===== config.mk =====
export PLATFORM = sky130hd
export DESIGN_NAME = dom1_inv_sbox8_pipe
export DESIGN_NICKNAME = d
export VERILOG_FILES = /design/src/rtl/dom1_inv_sbox8_pipe.sv
export SDC_FILE = /design/constraint.sdc
export NUM_CORES = 1
export LEC_CHECK = 0
export ABC_AREA = 1
export BUFFER_PORTS_ARGS = -buffer_cell sky130_fd_sc_hd__buf_2
export CORE_MARGIN = 4
export CORE_UTILIZATION = 54
export CTS_BUF_LIST = sky130_fd_sc_hd__clkbuf_4 sky130_fd_sc_hd__clkbuf_8
export DETAILED_ROUTE_END_ITERATION = 12
export GPL_TIMING_DRIVEN = 0
export PLACE_DENSITY = 0.78
export SETUP_SLACK_MARGIN = 0.1
export SYNTH_ARGS = -nofsm -noshare
export SYNTH_HDL_FRONTEND = slang
export SYNTH_SLANG_ARGS = --single-unit

===== constraint.sdc =====
create_clock -name clk -period 2 [get_ports clk]
set_clock_uncertainty 0.2 [all_clocks]
set_input_delay 0.4 -clock clk [delete_from_list [all_inputs] [get_ports clk]]
set_output_delay 0.4 -clock clk [all_outputs]
set_load 0.1 [all_outputs]

===== src/rtl/dom1_inv_sbox8_pipe.sv =====
// First-order DOM-masked inverse Skinny-128 8-bit S-box, four NOR-XOR layers,
// one register stage per layer, with a valid/ready elastic wrapper.
module dom1_inv_sbox8_pipe (
    input  logic       clk,
    input  logic       rst,
    input  logic       in_valid,
    output logic       in_ready,
    input  logic [7:0] in_s0,
    input  logic [7:0] in_s1,
    input  logic [7:0] r,
    output logic       out_valid,
    input  logic       out_ready,
    output logic [7:0] out_s0,
    output logic [7:0] out_s1
);
    localparam int DEPTH = 4;

    logic       adv;
    logic [3:0] v_reg;

    // Gate-updated output shares of each stage
    logic [7:0] f0 [DEPTH];
    logic [7:0] f1 [DEPTH];

    // Undoes the final bit swap of the forward S-box
    function automatic logic [7:0] swap12(input logic [7:0] x);
        return {x[7:3], x[1], x[2], x[0]};
    endfunction

    // Inverse of the forward inter-round bit permutation
    function automatic logic [7:0] pinv(input logic [7:0] y);
        return {y[5], y[4], y[0], y[3], y[1], y[7], y[6], y[2]};
    endfunction

    assign out_valid = v_reg[3];
    assign adv       = ~out_valid | out_ready;
    assign in_ready  = adv;

    always_ff @(posedge clk) begin
        if (rst) begin
            v_reg <= 4'b0000;
        end else if (adv) begin
            v_reg <= {v_reg[2:0], in_valid};
        end
    end

    generate
        for (genvar gi = 0; gi < DEPTH; gi++) begin : g_stage
            logic [7:0] a0, a1;
            logic [1:0] c0, c1;
            logic [7:0] d0_reg, d1_reg;
            logic [1:0] t0_reg, t1_reg;
            logic [7:0] f0_next, f1_next;

            if (gi == 0) begin : g_first
                assign a0 = swap12(in_s0);
                assign a1 = swap12(in_s1);
            end else begin : g_rest
                assign a0 = pinv(f0[gi-1]);
                assign a1 = pinv(f1[gi-1]);
            end

            // Slot 0 updates bit 4 from bits 7,6; slot 1 updates bit 0 from bits 3,2.
            // Share 1 carries the complement, so NOR(x,y) = (~x1 ^ x0) & (~y1 ^ y0).
            assign c1[0] = (~a1[7] & a0[6]) ^ r[2*gi];
            assign c0[0] = (~a1[6] & a0[7]) ^ r[2*gi];
            assign c1[1] = (~a1[3] & a0[2]) ^ r[2*gi+1];
            assign c0[1] = (~a1[2] & a0[3]) ^ r[2*gi+1];

            always_ff @(posedge clk) begin
                if (adv) begin
                    d0_reg <= a0;
                    d1_reg <= a1;
                    t0_reg <= c0;
                    t1_reg <= c1;
                end
            end

            always_comb begin
                f0_next    = d0_reg;
                f1_next    = d1_reg;
                f0_next[4] = d0_reg[4] ^ (d0_reg[7] & d0_reg[6]) ^ t0_reg[0];
                f1_next[4] = d1_reg[4] ^ (~d1_reg[7] & ~d1_reg[6]) ^ t1_reg[0];
                f0_next[0] = d0_reg[0] ^ (d0_reg[3] & d0_reg[2]) ^ t0_reg[1];
                f1_next[0] = d1_reg[0] ^ (~d1_reg[3] & ~d1_reg[2]) ^ t1_reg[1];
            end

            assign f0[gi] = f0_next;
            assign f1[gi] = f1_next;
        end
    endgenerate

    assign out_s0 = f0[DEPTH-1];
    assign out_s1 = f1[DEPTH-1];
endmodule


==> impl_metrics.csv, run 1 <==
group,metric,value,unit
cells_and_area,nets,360,
synth,syn_area_per_cell,12.9,um2
clock_network,holdBufCountCts,0,
routing,vias_per_cell,4.64,
clock_network,clkLatencyLatePin,340,ps
cells_and_area,drive_above_1_share,0.303,
critical_path,critPathSlowestCell,"edfxtp_1",
sta,unrepaired_setup_endpoints_after_global_routing,"true",
synth,synth_top_cell_area_share,0.689,
synth,synth.mux.area_fraction,0,
clock_network,ctsRootBufferMaster,"clkbuf_8",
clock_network,ctsLongestPathBuffers,2,
synth,synth_top_area_cells,"edfxtp_1 69%, nand2_1 6.6%, inv_1 4.4%",
global_routing,grt_antenna_before_repair,0,
synth,synth_compound_area_frac,0.00646,
critical_path,worstPathMaxFanout,1,
global_routing,grt_use_total,0.134,
synth,post_syn_area,3490,um2
critical_path,critPathKind,"flop to output pin",
floorplan,die_x,88.3,um
job,timing.max_cap.violations,0,
clock_network,clock_input_transition_at_the_sequential_cells_of_the_worst_setup_and_hold_paths,70,ps
synth,yosys_register_bits,84,
synth,post_synth_cell_types,17,
floorplan,io_pins,46,
sta,report.final.slew_viol_count,0,
routing,drtPass1Iterations,4,
routing,via_count,1919,
synth,yosysSeqAreaShare,0.712,
routing,drt_iter0_markers,94,
power_and_ir_drop,power_density,1260,nW/um2
worst_hold_path,worstHoldPathType,"primary input to flop",
critical_path,max_stage_delay_on_crit_path,420,ps
synth,synth_warnings,0,
critical_path,cp_data_required_time,1400,ps
run_status,outcome,"completed",
sta,setup_total_negative_slack,0,ps
placed_design,dpl-instance-area,3810,um2
sta,worstMarginPinSlew,488,ps
sta,hold_viol,0,
global_routing,grt_pass1_wl,7820,um
placed_design,port-buffer-count,45,
sta,finalSetupViolCount,0,
power_and_ir_drop,max-vdd-ir-drop,1.23,mV
synth,library_cell_occupying_the_most_area_in_the_post_synthesis_netlist,"edfxtp_1",
cells_and_area,insertedDiodeCount,0,
synth,synth_xor_xnor_area_share,0.0754,
power_and_ir_drop,leakage,1.87,nW
placed_design,gp_routability_congestion,0.745,
synth,adder_cell_share_of_the_synthesized_area,0,
sta,period_needed,2000,ps
clock_network,inserted_clock_buffers,9,
critical_path,timing.critical_path.cells,"xnor2_2, xor2_1, buf_4, buf_12",
cells_and_area,design_area,4190,um2
global_routing,grt_pass1_vias,1821,
global_routing,grt_total_ovfl,0,
cells_and_area,final_util,0.664,
critical_path,worst-r2r-cell-count,5,
placed_design,place_hpwl,3110,um
synth,synth.net_count,299,
synth,netlist_instances,271,
power_and_ir_drop,finalPower,5.27,mW
clock_network,clock-sinks,84,
routing,wirelength,4790,um
floorplan,die_area,7800,um2
global_routing,grt_max_degree,85,
sta,fmax,0.500,GHz
floorplan,core_region_area,6310,um2
synth,largest_family_of_logic_cells_by_synthesized_area,"simple AND/OR/NAND/NOR gates",
critical_path,cp.arrival,1400,ps
routing,postRouteAntennaNets,0,
sta,finalHoldWorstSlack,31.3,ps
synth,synth_simple_gate_area_frac,0.126,
floorplan,initial_core_util,0.552,
critical_path,setup.worst_path.end_class,"output pin",
sta,slew-limit-headroom,0.677,
routing,avgRoutedWirePerCell,11.6,um
routing,drc,0,
clock_network,tritoncts,"yes",
sta,post-route-period-util,0.999,
cells_and_area,syn_to_final_growth,20.3,%
critical_path,startpoint_type,"flop",
clock_network,htree_num_levels,3,
floorplan,row_count,29,
worst_hold_path,worstHoldPathCells,1,
floorplan,die_y,88.3,um
[power by group]
part           switching, mW  internal (mW)  leakage [nW]
clock network          0.526          0.666         0.108
registers              0.133           2.21         0.881
logic                   1.17          0.565         0.877
[logic make-up after synthesis]
kind of cell	after synthesis
buffers and inverters	58
DFF	84
xor gates and xnor gates	30
AOI/OAI and AO/OA	4
and+or+nand+nor	95
[placed cells by master (no fill, tap or decap)]
cell type | synthesis | final
clkbuf_8 | 0 | 10
nor2_1 | 7 | 7
inv_8 | 0 | 2
xor2_1 | 15 | 15
a21oi_1 | 3 | 3
dfxtp_1 | 4 | 3
nand3_1 | 9 | 9
buf_2 | 0 | 40
buf_12 | 0 | 5
clkbuf_4 | 0 | 4
inv_1 | 41 | 40
dfxtp_2 | 0 | 1
nand3_2 | 6 | 6
bufinv_16 | 0 | 1
nand2_2 | 6 | 6
buf_4 | 16 | 18
nor2_4 | 1 | 1
inv_2 | 1 | 1
clkinv_2 | 0 | 1
nor2_2 | 2 | 2
xnor2_2 | 0 | 2
nand4_1 | 3 | 3
nand2_1 | 61 | 61
edfxtp_1 | 80 | 80
clkinv_16 | 0 | 1
xnor2_1 | 15 | 13
a211oi_1 | 1 | 1
buf_16 | 0 | 1
[per-layer routing]
layer  part of all wire  track usage
met3              0.054       0.0307
met1               0.40        0.153
met2               0.52        0.226
met4              0.024       0.0838
met5                  0            0
[final timing paths]
check,start,end,slack (ps)
setup / recovery,g_stage[3].t0_reg[0]$_DFFE_PP_,out_s0[4],1
hold / removal,in_s0[0],g_stage[0].d0_reg[0]$_DFFE_PP_,30
setup reg to reg,v_reg[3]$_SDFFE_PP0P_,g_stage[0].d1_reg[4]$_DFFE_PP_,540
hold reg to reg,g_stage[0].d0_reg[2]$_DFFE_PP_,g_stage[1].d0_reg[0]$_DFFE_PP_,240
[per-stage QoR]
stage               cells  setup WS [ps]
global route          414          -76.9
global placement      393           -215
detailed placement    393           -233
finish                414           1.10
CTS                   410          -22.8
floorplan             271            160
[timing repair]
item                       4_1_cts  5_1_grt
setup buffers                    1        2
cloned                           0        2
pin swaps                        5        3
setup endpoints to repair        5        5
resized for setup               26        3
[final cells by class]
| cell class | count | area (um2) |
|---|---|---|
| Sequential cell | 84 | 2480 |
| Fill cell | 476 | 2120 |
| Clock buffer | 14 | 168 |
| Timing Repair Buffer | 48 | 343 |
| Inverter | 42 | 184 |
| Clock inverter | 2 | 35.0 |
| Timing Repair inverter | 2 | 22.5 |
| Multi-Input combinational cell | 129 | 741 |
| Tap cell | 77 | 96.3 |
| Buffer | 16 | 120 |
[synth_stat cells, drive strengths merged]
| cell | instances |
|---|---|
| edfxtp | 80 |
| nand2 | 67 |
| inv | 42 |
| buf | 16 |
| nand3 | 15 |
| xnor2 | 15 |
| xor2 | 15 |
| nor2 | 10 |
| dfxtp | 4 |
| a21oi | 3 |
| nand4 | 3 |
| a211oi | 1 |
[worst max-delay path, delay by kind of cell (launching register included)]
family	cells	cell delay, ps
DFF	1	420
xor gates and xnor gates	2	340
buffers and inverters	2	300
Power figures use the tool's default switching activity.
==> inputs of run 2 (changes only) <==
--- a/config.mk
+++ b/config.mk
@@ -8,11 +8,10 @@
 export ABC_AREA = 1
 export BUFFER_PORTS_ARGS = -buffer_cell sky130_fd_sc_hd__buf_2
 export CORE_MARGIN = 4
-export CORE_UTILIZATION = 54
-export CTS_BUF_LIST = sky130_fd_sc_hd__clkbuf_4 sky130_fd_sc_hd__clkbuf_8
+export CORE_UTILIZATION = 51
 export DETAILED_ROUTE_END_ITERATION = 12
 export GPL_TIMING_DRIVEN = 0
-export PLACE_DENSITY = 0.78
+export PLACE_DENSITY = 0.75
 export SETUP_SLACK_MARGIN = 0.1
 export SYNTH_ARGS = -nofsm -noshare
 export SYNTH_HDL_FRONTEND = slang
==> impl_metrics.csv, run 2 (synthesized netlist as in run 1, its figures left out) <==
group,metric,value,unit
cells_and_area,drive_above_1_share,0.311,
clock_network,inserted_clock_buffers,9,
power_and_ir_drop,leakage,1.88,nW
routing,drc,0,
floorplan,die_y,90.7,um
global_routing,grt_pass1_wl,7890,um
critical_path,cp.arrival,1400,ps
sta,setup_total_negative_slack,0,ps
sta,finalHoldWorstSlack,32.2,ps
sta,hold_viol,0,
worst_hold_path,worstHoldPathType,"primary input to flop",
routing,vias_per_cell,4.66,
routing,drtPass1Iterations,4,
power_and_ir_drop,finalPower,5.27,mW
clock_network,clock_input_transition_at_the_sequential_cells_of_the_worst_setup_and_hold_paths,80,ps
floorplan,initial_core_util,0.537,
job,timing.max_cap.violations,0,
global_routing,grt_max_degree,85,
critical_path,critPathKind,"flop to output pin",
critical_path,worst-r2r-cell-count,4,
clock_network,tritoncts,"yes",
sta,period_needed,2000,ps
placed_design,place_hpwl,3230,um
sta,unrepaired_setup_endpoints_after_global_routing,"true",
power_and_ir_drop,max-vdd-ir-drop,0.600,mV
critical_path,setup.worst_path.end_class,"output pin",
placed_design,gp_routability_congestion,0.759,
cells_and_area,design_area,4220,um2
placed_design,port-buffer-count,45,
placed_design,placed_cells_incl_taps,393,
global_routing,grt_use_total,0.124,
clock_network,htree_num_levels,3,
sta,post-route-period-util,0.998,
cells_and_area,final_util,0.650,
floorplan,core_region_area,6490,um2
floorplan,die_area,8220,um2
cells_and_area,insertedDiodeCount,0,
routing,postRouteAntennaNets,0,
clock_network,ctsLongestPathBuffers,2,
worst_hold_path,worstHoldPathCells,1,
routing,wirelength,4980,um
global_routing,grt_total_ovfl,0,
sta,finalSetupViolCount,0,
floorplan,io_pins,46,
sta,worstMarginPinSlew,486,ps
cells_and_area,commonest_cells_after_routing_fill_and_taps_aside,"80 x edfxtp_1, 61 x nand2_1, 40 x inv_1, 40 x buf_2, 22 x buf_4",
global_routing,grt_antenna_before_repair,0,
critical_path,worstPathMaxFanout,1,
routing,avgRoutedWirePerCell,11.9,um
cells_and_area,nets,364,
sta,slew-limit-headroom,0.678,
cells_and_area,post_layout_nonfiller_instances,418,
clock_network,clkLatencyLatePin,340,ps
cells_and_area,mostFrequentLayoutCell,"edfxtp_1",
sta,fmax,0.501,GHz
clock_network,clock-sinks,84,
placed_design,dpl_worst_slack,-235,ps
floorplan,row_count,29,
routing,drt_iter0_markers,122,
power_and_ir_drop,power_density,1250,nW/um2
cells_and_area,syn_to_final_growth,21.1,%
sta,setup_ws,4.07,ps
placed_design,dpl-instance-area,3810,um2
floorplan,die_x,90.7,um
sta,report.final.slew_viol_count,0,
global_routing,grt_pass1_vias,1888,
run_status,outcome,"completed",
clock_network,ctsRootBufferMaster,"clkbuf_8",
routing,via_count,1949,
critical_path,startpoint_type,"flop",
critical_path,cp_data_required_time,1400,ps
## run 2: cell count changes in the layout (fill, tap and decap cells not counted), sizes merged
cell	change
clkbuf	-2
clkinv	+1
buf	+3
inv	+1
clkinvlp	+1
## run 2: worst max-delay path: stages, from the launching register on
cell	delay (ps)
edfxtp_1	420
xnor2_2	180
xor2_1	160
buf_4	140
buf_12	160
## run 2: timing repair
| action | CTS | global route |
|---|---|---|
| resized for setup | 26 | 4 |
| setup buffers | 1 | 5 |
| gates cloned | 0 | 3 |
| pin swaps | 9 | 4 |
| hold buffers | 0 | 0 |
| endpoints found under the setup margin | 5 | 5 |
## run 2: cell type report
type,count,area [um2]
repair buffers,51,353
inverters,42,184
clock buffers,12,155
clock inverters,4,47.5
flip-flops and latches,84,2480
repair inverters,3,33.8
fillers,488,2270
well taps,77,96.3
multi-input cells,129,748
plain buffers,16,120
## run 2: final timing paths
kind / slack, ps / startpoint / end
worst max-delay path: 4 / g_stage[3].t0_reg[0]$_DFFE_PP_ / out_s0[4]
worst min-delay path: 30 / in_s1[2] / g_stage[0].d1_reg[1]$_DFFE_PP_
worst max register to register: 540 / v_reg[3]$_SDFFE_PP0P_ / g_stage[0].d0_reg[2]$_DFFE_PP_
worst min register to register: 250 / g_stage[0].d0_reg[2]$_DFFE_PP_ / g_stage[1].d0_reg[0]$_DFFE_PP_
## run 2: layer usage
metal	track usage	vias up	wire length (um)
li1	-	998	-
met1	0.134	876	1960
met2	0.214	63	2540
met3	0.0317	12	310
met4	0.0842	0	170
met5	0	-	0
## run 2: report_power, final
group / switching, mW / total [mW] / internal (mW) / leakage [nW]
sequential: 0.133 / 2.35 / 2.21 / 0.881
combinational: 1.17 / 1.74 / 0.569 / 0.899
clock: 0.548 / 1.19 / 0.641 / 0.102
==> inputs of run 3 (changes only) <==
--- a/config.mk
+++ b/config.mk
@@ -5,8 +5,8 @@
 export SDC_FILE = /design/constraint.sdc
 export NUM_CORES = 1
 export LEC_CHECK = 0
-export ABC_AREA = 1
-export BUFFER_PORTS_ARGS = -buffer_cell sky130_fd_sc_hd__buf_2
+export ABC_AREA = 0
+export BUFFER_PORTS_ARGS = -buffer_cell sky130_fd_sc_hd__buf_4
 export CORE_MARGIN = 4
 export CORE_UTILIZATION = 51
 export DETAILED_ROUTE_END_ITERATION = 12
==> impl_metrics.csv, run 3 <==
group,metric,value,unit
placed_design,port-buffer-count,45,
synth,yosys_register_bits,84,
clock_network,clock_input_transition_at_the_sequential_cells_of_the_worst_setup_and_hold_paths,80,ps
clock_network,htree_num_levels,3,
critical_path,cp_data_required_time,1400,ps
cells_and_area,mostFrequentLayoutCell,"edfxtp_1",
synth,ys_top_cells_by_count,"80 x edfxtp_1, 37 x xnor2_1, 16 x buf_4",
sta,unrepaired_setup_endpoints_after_global_routing,"true",
critical_path,max_stage_delay_on_crit_path,410,ps
critical_path,worst-r2r-cell-count,3,
clock_network,ctsRootBufferMaster,"clkbuf_8",
global_routing,grt_total_ovfl,0,
routing,wirelength,4610,um
critical_path,timing.critical_path.depth,4,
cells_and_area,drive_above_1_share,0.302,
synth,synth-edff-count,80,
floorplan,initial_core_util,0.527,
placed_design,gp_routability_congestion,0.783,
synth,ys_async_sr_fraction,0,
placed_design,place_hpwl,2950,um
critical_path,critPathSlowestCell,"edfxtp_1",
synth,synth_warnings,0,
sta,hold_viol,0,
sta,finalSetupViolCount,0,
global_routing,grt_pass1_wl,7590,um
run_status,outcome,"completed",
clock_network,ctsLongestPathBuffers,2,
sta,slew-limit-headroom,0.783,
routing,avgRoutedWirePerCell,13.5,um
global_routing,grt_pass1_vias,1672,
routing,drt_iter0_markers,56,
routing,via_count,1634,
power_and_ir_drop,intPower,3.49,mW
sta,fmax,0.507,GHz
synth,library_cell_occupying_the_most_area_in_the_post_synthesis_netlist,"edfxtp_1",
global_routing,grt_use_total,0.134,
worst_hold_path,worstHoldPathCells,1,
synth,syn_area_per_cell,16.6,um2
global_routing,grt_max_degree,43,
synth,post_syn_area,3350,um2
floorplan,die_area,7930,um2
placed_design,dpl-instance-area,3790,um2
synth,yosysSeqAreaShare,0.741,
sta,period_needed,1970,ps
critical_path,path_buf_inv,2,
clock_network,inserted_clock_buffers,9,
synth,post_synth_cell_types,15,
critical_path,worstPathMaxFanout,1,
critical_path,setup.worst_path.end_class,"output pin",
routing,drc,0,
power_and_ir_drop,max-vdd-ir-drop,1.77,mV
floorplan,core_region_area,6350,um2
synth,synth_top_cell_area_share,0.717,
cells_and_area,syn_to_final_growth,22.2,%
floorplan,row_count,29,
clock_network,clkLatencyLatePin,340,ps
synth,synth_top_flop_cell,"edfxtp_1",
clock_network,post_cts.repair.setup_buffers,0,
floorplan,die_x,89.0,um
sta,setup_ws,28.0,ps
clock_network,clock-sinks,84,
synth,netlist_instances,202,
power_and_ir_drop,pwr-share-comb,0.378,
power_and_ir_drop,power_density,1340,nW/um2
critical_path,cell_family_contributing_the_most_delay_on_the_critical_path,"flip-flops",
placed_design,dpl_worst_slack,-113,ps
cells_and_area,design_area,4090,um2
synth,synth.net_count,230,
floorplan,die_y,89.0,um
critical_path,timing.critical_path.cells,"xnor2_1, xnor2_1, buf_4, buf_12",
routing,postRouteAntennaNets,0,
worst_hold_path,worstHoldPathType,"primary input to flop",
sta,post-route-period-util,0.986,
cells_and_area,insertedDiodeCount,0,
routing,drtPass1Iterations,4,
power_and_ir_drop,seq_power_share,0.437,
critical_path,cp.arrival,1370,ps
critical_path,critPathKind,"flop to output pin",
cells_and_area,nets,288,
power_and_ir_drop,leakage,1.63,nW
critical_path,startpoint_type,"flop",
routing,vias_per_cell,4.78,
job,timing.max_cap.violations,0,
power_and_ir_drop,power.net_switching,2.00,mW
floorplan,io_pins,46,
clock_network,tritoncts,"yes",
critical_path,crit_top_cell,"xnor2_1",
sta,worstMarginPinSlew,325,ps
cells_and_area,commonest_cells_after_routing_fill_and_taps_aside,"80 x edfxtp_1, 56 x buf_4, 37 x xnor2_1, 11 x xor2_1",
synth,synth_top_area_cells,"edfxtp_1 72%, xnor2_1 9.7%, buf_4 3.6%",
sta,report.final.slew_viol_count,0,
global_routing,grt_antenna_before_repair,0,
synth,synthMostInstantiatedCell,"edfxtp_1",
power_and_ir_drop,clockPowerShare,0.185,
power_and_ir_drop,netSwitchingFraction,0.364,
run 3: layout make-up:
class                   instances  area, um2
multi-input cells             100        743
inverters                       1       3.75
flip-flops and latches         84       2480
plain buffers                  17        140
fillers                       444       2260
clock buffers                  13        149
repair buffers                 47        460
well taps                      77       96.3
clock inverters                 3       15.0
run 3: per-stage QoR:
step                      TNS [ps]  total power [mW]  hold slack [ps]  cells  utilization
after floorplan                  0              3.98              211    202            -
after global placement       -94.5              4.29              221    324        0.598
after detailed placement      -113              4.33              231    324        0.598
after CTS                    -5.01              5.52             13.1    342        0.643
after global routing          -154              5.73             13.7    342        0.644
final                            0              5.49             29.1    342        0.644
run 3: power by group through the flow:
stage | Combinational, mW | Sequential, mW | Clock, mW
after floorplan | 1.58 | 2.40 | 0
after global placement | 1.86 | 2.43 | 0
after detailed placement | 1.89 | 2.44 | 0
after CTS | 2.09 | 2.40 | 1.04
after global routing | 2.16 | 2.44 | 1.13
final | 2.07 | 2.40 | 1.01
run 3: worst register-to-register path, cell delays in order (launching register included):
cell	delay, ps
edfxtp_1	450
or3b_1	390
mux2i_1	200
xor2_1	100
run 3: cells by family (layout without fill, tap and decap cells):
group | Yosys count | in the layout | share of synthesized area
xor gates and xnor gates | 48 | 48 | 0.126
buffers and inverters | 18 | 81 | 0.0385
muxes | 9 | 9 | 0.0269
and+or+nand+nor | 36 | 36 | 0.0575
AOI/OAI and AO/OA | 7 | 7 | 0.0105
DFF | 84 | 84 | 0.741
run 3: per-layer routing:
layer | track usage | vias to the layer above | share of wire
met1 | 0.142 | 769 | 0.37
met5 | 0 | - | 0
li1 | - | 812 | -
met3 | 0.0332 | 7 | 0.069
met2 | 0.240 | 46 | 0.55
met4 | 0.0771 | 0 | 0.015
run 3: worst paths after layout:
check,startpoint,end,slack (ps)
min,in_s1[5],g_stage[0].d1_reg[5]$_DFFE_PP_,30
max reg2reg,g_stage[1].d1_reg[7]$_DFFE_PP_,g_stage[2].t0_reg[0]$_DFFE_PP_,400
max,g_stage[3].d1_reg[4]$_DFFE_PP_,out_s1[4],30
min reg2reg,v_reg[2]$_SDFFE_PP0P_,v_reg[3]$_SDFFE_PP0P_,240
run 3: timing repair:
action / in CTS / in global routing
endpoints found under the setup margin: 5 / 5
pin swaps: 6 / 1
hold buffers: 0 / 0
gates resized for setup: 15 / 2
gates cloned: 2 / 0
